### config.mk
export PLATFORM = sky130hd
export DESIGN_NAME = beep_sequencer
export DESIGN_NICKNAME = d
export VERILOG_FILES = /design/src/rtl/beep_sequencer_pkg.sv /design/src/rtl/beep_sequencer_tick_divider.sv /design/src/rtl/beep_sequencer.sv
export SDC_FILE = /design/constraint.sdc
export NUM_CORES = 1
export LEC_CHECK = 0
export BUFFER_PORTS_ARGS = -buffer_cell sky130_fd_sc_hd__clkbuf_2
export CAP_MARGIN = 30
export CORE_MARGIN = 1
export CORE_UTILIZATION = 65
export CTS_CLUSTER_DIAMETER = 120
export DETAILED_ROUTE_END_ITERATION = 8
export PLACE_DENSITY = 0.84
export SLEW_MARGIN = 20
export SYNTH_ARGS = -nofsm -noshare
export SYNTH_HDL_FRONTEND = slang
export SYNTH_HIERARCHICAL = 1
export SYNTH_SLANG_ARGS = --single-unit
### constraint.sdc
create_clock -name cp -period 6 [get_ports cp]
set_input_delay 0.6 -clock cp [delete_from_list [all_inputs] [get_ports cp]]
set_output_delay 0.6 -clock cp [all_outputs]
set_load 0.05 [all_outputs]
### src/rtl/beep_sequencer_pkg.sv
// Shared encodings for the beep sequencer: pattern codes, FSM states and
// the number of tones each finite pattern plays.
package beep_sequencer_pkg;

    typedef enum logic [2:0] {
        PAT_NONE  = 3'd0,
        PAT_CLICK = 3'd1,
        PAT_PHASE = 3'd2,
        PAT_DONE  = 3'd3,
        PAT_ALARM = 3'd4
    } pat_e;

    typedef enum logic [1:0] {
        ST_IDLE = 2'd0,
        ST_TONE = 2'd1,
        ST_GAP  = 2'd2,
        ST_SEP  = 2'd3
    } state_e;

    // Alarm has no tone count: it loops for as long as the alarm level is high.
    function automatic logic [1:0] tone_count(pat_e p);
        case (p)
            PAT_CLICK: return 2'd1;
            PAT_PHASE: return 2'd2;
            PAT_DONE:  return 2'd3;
            default:   return 2'd0;
        endcase
    endfunction

    function automatic int max4(int a, int b, int c, int d);
        int m;
        m = a;
        if (b > m) m = b;
        if (c > m) m = c;
        if (d > m) m = d;
        return m;
    endfunction

endpackage

### src/rtl/beep_sequencer_tick_divider.sv
// Prescaler: one-cycle tick every TICK_DIV cycles, realigned by restart so
// that every tone/gap segment starts on a fresh time unit.
module beep_sequencer_tick_divider #(
    parameter int TICK_DIV = 50000
) (
    input  logic cp,
    input  logic reset,
    input  logic restart,
    output logic tick
);

    localparam int PW = (TICK_DIV > 1) ? $clog2(TICK_DIV) : 1;
    localparam logic [PW-1:0] LAST = PW'(TICK_DIV - 1);

    logic [PW-1:0] cnt_q, cnt_d;

    assign tick = (cnt_q == LAST);

    always_comb begin
        cnt_d = (restart || tick) ? '0 : cnt_q + PW'(1);
    end

    always_ff @(posedge cp) begin
        if (reset) cnt_q <= '0;
        else       cnt_q <= cnt_d;
    end

endmodule

### src/rtl/beep_sequencer.sv
// Plays timed buzzer patterns for controller events with alarm > done > phase
// > click priority, preemption and one pending bit each for phase and done.
module beep_sequencer
    import beep_sequencer_pkg::*;
#(
    parameter int TICK_DIV = 50000,
    parameter int SHORT_U  = 80,
    parameter int LONG_U   = 400,
    parameter int GAP_U    = 120,
    parameter int ALARM_U  = 250
) (
    input  logic       cp,
    input  logic       reset,
    input  logic       ev_click,
    input  logic       ev_phase,
    input  logic       ev_done,
    input  logic       alarm,
    input  logic       mute,
    output logic       beep,
    output logic       busy,
    output logic [2:0] pattern
);

    localparam int UMAX = max4(SHORT_U, LONG_U, GAP_U, ALARM_U);
    localparam int UW   = (UMAX > 1) ? $clog2(UMAX) : 1;
    localparam logic [UW-1:0] SHORT_L = UW'(SHORT_U - 1);
    localparam logic [UW-1:0] LONG_L  = UW'(LONG_U - 1);
    localparam logic [UW-1:0] GAP_L   = UW'(GAP_U - 1);
    localparam logic [UW-1:0] ALARM_L = UW'(ALARM_U - 1);

    state_e        state_q, state_d;
    pat_e          pat_q, pat_d, req;
    logic [1:0]    pend_q, pend_d;    // {done, phase}
    logic [1:0]    tones_q, tones_d;  // tones still to play after the current one
    logic [UW-1:0] unit_q, unit_d, lim;
    logic          beep_q, beep_d;
    logic          tick, restart, alarm_req, preempt, seg_end, fin;
    logic [1:0]    arrive;

    beep_sequencer_tick_divider #(.TICK_DIV(TICK_DIV)) u_div (
        .cp      (cp),
        .reset   (reset),
        .restart (restart),
        .tick    (tick)
    );

    always_comb begin
        case (state_q)
            ST_TONE: lim = (pat_q == PAT_ALARM) ? ALARM_L :
                           (pat_q == PAT_DONE)  ? LONG_L  : SHORT_L;
            ST_GAP:  lim = (pat_q == PAT_ALARM) ? ALARM_L : GAP_L;
            default: lim = GAP_L;
        endcase
    end

    always_comb begin
        alarm_req = alarm && (pat_q != PAT_ALARM);
        if (alarm_req)     req = PAT_ALARM;
        else if (ev_done)  req = PAT_DONE;
        else if (ev_phase) req = PAT_PHASE;
        else if (ev_click) req = PAT_CLICK;
        else               req = PAT_NONE;

        // During SEP nothing plays, so only the alarm may jump the queue;
        // click can only win from IDLE since it is dropped whenever busy.
        preempt = (req > pat_q) && ((state_q != ST_SEP) || alarm_req);
        arrive  = {ev_done  && !(preempt && req == PAT_DONE),
                   ev_phase && !(preempt && req == PAT_PHASE)};
        pend_d  = pend_q | arrive;
        seg_end = tick && (unit_q == lim);

        state_d = state_q;
        pat_d   = pat_q;
        tones_d = tones_q;
        unit_d  = unit_q;
        restart = 1'b0;
        fin     = 1'b0;

        if (preempt) begin
            state_d = ST_TONE;
            pat_d   = req;
            tones_d = tone_count(req) - 2'd1;
            unit_d  = '0;
            restart = 1'b1;
        end else begin
            case (state_q)
                ST_TONE, ST_GAP: begin
                    if (pat_q == PAT_ALARM && !alarm) begin
                        fin = 1'b1;
                    end else if (seg_end) begin
                        restart = 1'b1;
                        unit_d  = '0;
                        if (state_q == ST_GAP) begin
                            state_d = ST_TONE;
                            if (pat_q != PAT_ALARM) tones_d = tones_q - 2'd1;
                        end else if (pat_q == PAT_ALARM || tones_q != 2'd0) begin
                            state_d = ST_GAP;
                        end else begin
                            fin = 1'b1;
                        end
                    end else if (tick) begin
                        unit_d = unit_q + UW'(1);
                    end
                end
                ST_SEP: begin
                    if (seg_end) begin
                        state_d = ST_TONE;
                        restart = 1'b1;
                        unit_d  = '0;
                        if (pend_d[1]) begin
                            pat_d     = PAT_DONE;
                            pend_d[1] = 1'b0;
                        end else begin
                            pat_d     = PAT_PHASE;
                            pend_d[0] = 1'b0;
                        end
                        tones_d = tone_count(pat_d) - 2'd1;
                    end else if (tick) begin
                        unit_d = unit_q + UW'(1);
                    end
                end
                default: ;
            endcase
            if (fin) begin
                restart = 1'b1;
                unit_d  = '0;
                pat_d   = PAT_NONE;
                state_d = (pend_d != 2'b00) ? ST_SEP : ST_IDLE;
            end
        end

        beep_d = (state_d == ST_TONE) && !(mute && pat_d != PAT_ALARM);
    end

    always_ff @(posedge cp) begin
        if (reset) begin
            state_q <= ST_IDLE;
            pat_q   <= PAT_NONE;
            pend_q  <= '0;
            tones_q <= '0;
            unit_q  <= '0;
            beep_q  <= 1'b0;
        end else begin
            state_q <= state_d;
            pat_q   <= pat_d;
            pend_q  <= pend_d;
            tones_q <= tones_d;
            unit_q  <= unit_d;
            beep_q  <= beep_d;
        end
    end

    assign beep    = beep_q;
    assign busy    = (state_q != ST_IDLE);
    assign pattern = pat_q;

endmodule
==> results of run 1 <==
-- path summary, 6_finish.rpt --
kind,startpoint,endpoint,slack [ns],cells past startpoint
worst max-delay path,state_q[0],u_div/cnt_q[5],2.16,11
worst min-delay path,u_div/cnt_q[0],u_div/cnt_q[0],0.47,1
worst max register to register,state_q[0],u_div/cnt_q[5],2.16,11
worst min register to register,u_div/cnt_q[0],u_div/cnt_q[0],0.47,1
-- kinds of logic (layout without fill, tap and decap cells) --
logic type / after synthesis / after routing / synth area share, %
AOI/OAI and AO/OA: 57 / 57 / 17.7
xor gates and xnor gates: 23 / 23 / 9.45
adders and majority gates: 10 / 10 / 5.75
buffers and inverters: 24 / 35 / 4.99
DFF: 35 / 35 / 32.9
muxes: 1 / 1 / 0.470
and+or+nand+nor: 117 / 117 / 28.8
-- power groups by stage --
stage                     Sequential [mW]  Combinational, mW  Clock, mW
final                               0.286              0.410      0.145
after global routing                0.291              0.453      0.159
after CTS                           0.286              0.404      0.149
after detailed placement            0.292              0.401          0
after floorplan                     0.322              0.299          0
after global placement              0.290              0.397          0
-- metal layers --
metal	track usage, %	vias up	wire length [um]
li1	-	969	-
met1	37.8	849	2080
met2	45.4	59	2020
met3	7.21	10	232
met4	11.6	0	74
met5	0	-	0
-- placed cells by master (no fill, tap or decap), types with 3 or more instances in the layout --
cell type,n
a31oi_1,3
clkbuf_2,11
nor4_1,6
xnor2_1,17
nor2b_1,5
a21oi_1,18
o2111ai_1,3
nand2_1,14
or3_1,3
nand3_1,9
nor2_1,45
nand4_1,4
inv_1,16
nor3_1,10
a211oi_1,3
or2_2,3
dfxtp_1,35
o21ai_0,7
ha_1,9
clkbuf_4,5
xor2_1,6
-- through the flow --
step / hold WS (ns) / instances / setup slack [ns]
final: 0.466 / 322 / 2.16
after global routing: 0.510 / 322 / 1.88
after CTS: 0.472 / 322 / 2.20
after detailed placement: 0.449 / 314 / 2.23
after global placement: 0.443 / 314 / 2.36
after floorplan: 0.429 / 267 / 2.67
-- sequential cells by signal (all words and copies together) (netlist names) --
signal	flops
unit_q	9
tones_q	2
u_div/cnt_q	16
pattern	3
state_q	2
beep	1
pend_q	2
-- critical path: cells and delay by family (launching register included) --
family	cells	cell delay (ns)
flops	1	0.40
simple gates	4	1.25
fa+ha+maj	1	0.50
compound gates	5	1.41
buf+inv	1	0.14
-- cell type report --
type                    count  area share, %
well taps                  44           2.43
repair buffers             11           2.43
inverters                  16           2.65
multi-input cells         208           58.5
clock buffers               8           3.04
flip-flops and latches     35           30.9
==> results.cfg, run 1 <==
[detailed_routing]
routedWlPerCell_um = 13.7
firstDrtPassIters = 4
vias_per_cell = 5.86
route.detailed.drc = 0
drt.antenna.violating_nets = 0
wirelength_um = 4410
drtIter0Drc = 159
vias = 1887

[finish]
fin_area_sq_um = 2260
num_antenna_cells = 0
seqCellArea_sq_um = 701
nets = 293
multi_input_area_sq_um = 1330
post-route-util_pct = 73.6
layout-drive-gt1-share_pct = 9.71
fillers = 266
area_delta_synth_final_pct = 6.22

[cts]
hold_buffers = 0
clk_path_buf_depth = 2
numCtsBuffers = 5
clk_pin_slew_ns = 0.09
cts.sinks = 35
clock_latency_ns = 0.34
root_buffer = clkbuf_4
cts_tree = yes
cts_setup_buffers = 0
cts_resized = 0
htree_levels = 2

[global_route]
first_global_vias = 1774
grt_antenna_before_repair = 0
grt_usage_pct = 28.9
grt_max_degree = 17
grt_pass1_wl_um = 7760
overflow = 0

[timing]
fin_worst_skew_ns = 0.0151
fin_tns_setup_ns = 0
drv_slew = 0
hold_viol = 0
slew_headroom_pct = 35.9
final-setup-viol-count = 0
fin_crit_sh_pct = 64.0
tightest_slew_ns = 0.960
rsz0062_at_grt = false
fmax_mhz = 261
period_minus_slack_ns = 3.84

[yosys]
synth_edf_count = 0
avgSynthCellArea_sq_um = 7.99
synth-async-reset-ratio_pct = 0
yosysTopAreaCell = dfxtp_1
synth_cell_types = 56
seq_area_frac_synth_pct = 32.9
synthCells = 267
synth_most_common_cell = nor2_1
syn-num-nets = 283
postSynthRegisterBits = 35
synth_area_leaders = dfxtp_1 33%, nor2_1 7.9%, xnor2_1 7.0%
ys.flop_type = dfxtp_1
yosysWarnings = 6
mappedNetlistArea_sq_um = 2130
synth_common_cells = 45 x nor2_1, 35 x dfxtp_1, 18 x a21oi_1, 17 x xnor2_1, 16 x inv_1
netlist.area_leader.share_pct = 32.9

[power]
ir_worst_vdd_uv = 225
switching_share_pct = 45.1
power.density_nw_per_um2 = 372
p_seq_share_pct = 34.1
p_switching_uw = 380
clockPowerShare_pct = 17.2
p_comb_share_pct = 48.7
p_int_uw = 462
power_uw = 841
cellLeakagePower_nw = 0.789

[worst_setup_path]
critPathCaptureType = register
slowest_stage = ha_1
critical-path-max-stage-delay_ns = 0.50
critPathKind = register to register
path_cells = inv_1, ha_1, nand2b_1, or4_1, a22oi_1, o2111ai_1, o31a_1, o21a_1, o31ai_1, or3_1, nor2_1
startpoint_type = register
critPathMaxFanout = 16
critPathRequiredTime_ns = 6.21
arrival_ns = 4.04

[place]
portBuffers = 11
placedInstanceArea_sq_um = 2200
place_congestion = 0.906
place_hpwl_um = 3190

[die]
io_pins = 12
core_sq_um = 3080
initial_core_util_pct = 69.3
die_h_um = 59.3
dieArea_sq_um = 3510
num_rows = 20
fp.dieW_um = 59.3

[job]
drv_cap = 0

[outcome]
outcome = completed

[min_path]
hp-class = register to register
Power figures use the tool's default switching activity.
==> run 2: changes to the inputs <==
--- a/config.mk
+++ b/config.mk
@@ -8,10 +8,10 @@
 export BUFFER_PORTS_ARGS = -buffer_cell sky130_fd_sc_hd__clkbuf_2
 export CAP_MARGIN = 30
 export CORE_MARGIN = 1
-export CORE_UTILIZATION = 65
+export CORE_UTILIZATION = 54
 export CTS_CLUSTER_DIAMETER = 120
 export DETAILED_ROUTE_END_ITERATION = 8
-export PLACE_DENSITY = 0.84
+export PLACE_DENSITY = 0.75
 export SLEW_MARGIN = 20
 export SYNTH_ARGS = -nofsm -noshare
 export SYNTH_HDL_FRONTEND = slang
==> constraint.sdc (replaced) <==
create_clock -name cp -period 3.1 [get_ports cp]
set_input_delay 0.31 -clock cp [delete_from_list [all_inputs] [get_ports cp]]
set_output_delay 0.31 -clock cp [all_outputs]
set_load 0.05 [all_outputs]
==> results.cfg, run 2 (synthesis results as in run 1) <==
[cts]
cts.sinks = 35
numCtsBuffers = 5
htree_levels = 2
clk_pin_slew_ns = 0.07
root_buffer = clkbuf_8
cts_tree = yes
clk_path_buf_depth = 2
clock_latency_ns = 0.29

[power]
ir_worst_vdd_uv = 276
power_mw = 1.80
cellLeakagePower_nw = 0.887
power.density_nw_per_um2 = 739

[worst_setup_path]
critPathRequiredTime_ns = 3.28
path_cells = or3b_1, nand2_2, o21ai_1, ha_1, o21ai_1, o2111ai_1, a22o_1, or4_1, a21oi_2, maj3_2, nor2b_1, o21ba_2
arrival_ns = 3.13
r2r_start = pattern[2]
crit_top_cell = o21ai_1
critical-path-max-stage-delay_ns = 0.43
startpoint_type = register
r2r-end = state_q[1]
slowest_stage = or4_1
r2r_slack_ns = 0.15
critPathKind = register to register
ff2ff_path_depth = 12
critPathMaxFanout = 7
critPathCaptureType = register

[finish]
layout-drive-gt1-share_pct = 17.1
largest_reg_flops = 16
fillers = 337
num_antenna_cells = 0
regMostFlops = u_div/cnt_q
post-route-util_pct = 65.7
nets = 309
final_common_cell = nor2_1
area_delta_synth_final_pct = 14.6
final_cell_mix = 45 x nor2_1, 32 x dfxtp_1, 17 x xnor2_1

[min_path]
hold_depth = 3
min_from = mute
hold_end = beep
hp-class = primary input to register

[timing]
drv_slew = 0
timing.hold.ws_ns = 0.398
fmax_mhz = 339
fin_worst_skew_ns = 0.00797
slew_headroom_pct = 72.2
tightest_slew_ns = 0.414
final-setup-viol-count = 0
period_minus_slack_ns = 2.95
fin_crit_sh_pct = 95.3
hold_viol = 0

[detailed_routing]
route.detailed.drc = 0
vias = 2007
met1_length_um = 2090
firstDrtPassIters = 5
drtIter0Drc = 165
vias_per_cell = 5.89
highest_layer = met4
dr_wl_met2_um = 2190
routedWlPerCell_um = 13.6
wirelength_um = 4620
drt.antenna.violating_nets = 0
met3_length_um = 292

[global_route]
first_global_vias = 1808
grt_pass1_wl_um = 7900
grt_max_degree = 17
overflow = 0
grt_usage_pct = 24.2
grt_antenna_before_repair = 0

[place]
place_hpwl_um = 3380
place_congestion = 0.966
portBuffers = 11

[die]
die_h_um = 64.8
fp.dieW_um = 64.8
num_rows = 22
core_sq_um = 3720
dieArea_sq_um = 4200
initial_core_util_pct = 57.4
io_pins = 12

[job]
drv_cap = 0

[outcome]
outcome = completed
==> run 2: per-layer routing <==
layer	vias to the layer above	global-route usage, %
li1	1008	-
met1	925	30.8
met2	69	39.2
met3	5	6.69
met4	0	8.06
met5	-	0
==> run 2: how the worst max path moves through the flow <==
stage,from,endpoint,slack (ns),cells past startpoint
floorplan,pattern[0],u_div/cnt_q[12],0.003,14
global placement,pattern[2],state_q[1],0.09,12
detailed placement,pattern[2],state_q[1],-0.01,12
CTS,pattern[2],state_q[1],0.04,12
global route,state_q[1],u_div/cnt_q[4],-0.04,12
finish,pattern[2],state_q[1],0.15,12
==> run 2: layout make-up <==
type                    instances  area [sq um]  area share [%]
clock buffers                   7          76.3            3.13
well taps                      48          60.1            2.46
multi-input cells             208          1360            55.7
flip-flops and latches         35           707            28.9
inverters                      16          60.1            2.46
repair buffers                 27           179            7.33
==> run 2: timing repair <==
item                                    4_1_cts  5_1_grt
gates resized for setup                       3        7
pin swaps                                     0        3
setup buffers                                 0        2
hold buffers                                  0        0
cloned                                        0        0
endpoints found under the hold margin         0        0
endpoints found under the setup margin        1       24
==> run 2: where the power goes <==
part	internal [mW]	switching, mW	total [mW]
registers	0.508	0.0397	0.548
logic	0.363	0.583	0.946
clock network	0.155	0.156	0.310
==> run 2: critical path, delay by kind of cell (launching register included) <==
family / cells / cell delay, ns
AOI/OAI and AO/OA: 6 / 1.02
adders and majority gates: 2 / 0.45
DFF: 1 / 0.38
and+or+nand+nor: 4 / 0.99
==> run 2: through the flow <==
step	cells	setup slack (ns)	area, sq um	setup TNS [ns]
after CTS	339	0.0389	2400	0
after detailed placement	332	-0.0105	2310	-0.0105
after global placement	332	0.0901	2310	0
after floorplan	267	0.00333	2140	0
after global routing	341	-0.0399	2440	-0.495
final	341	0.147	2440	0
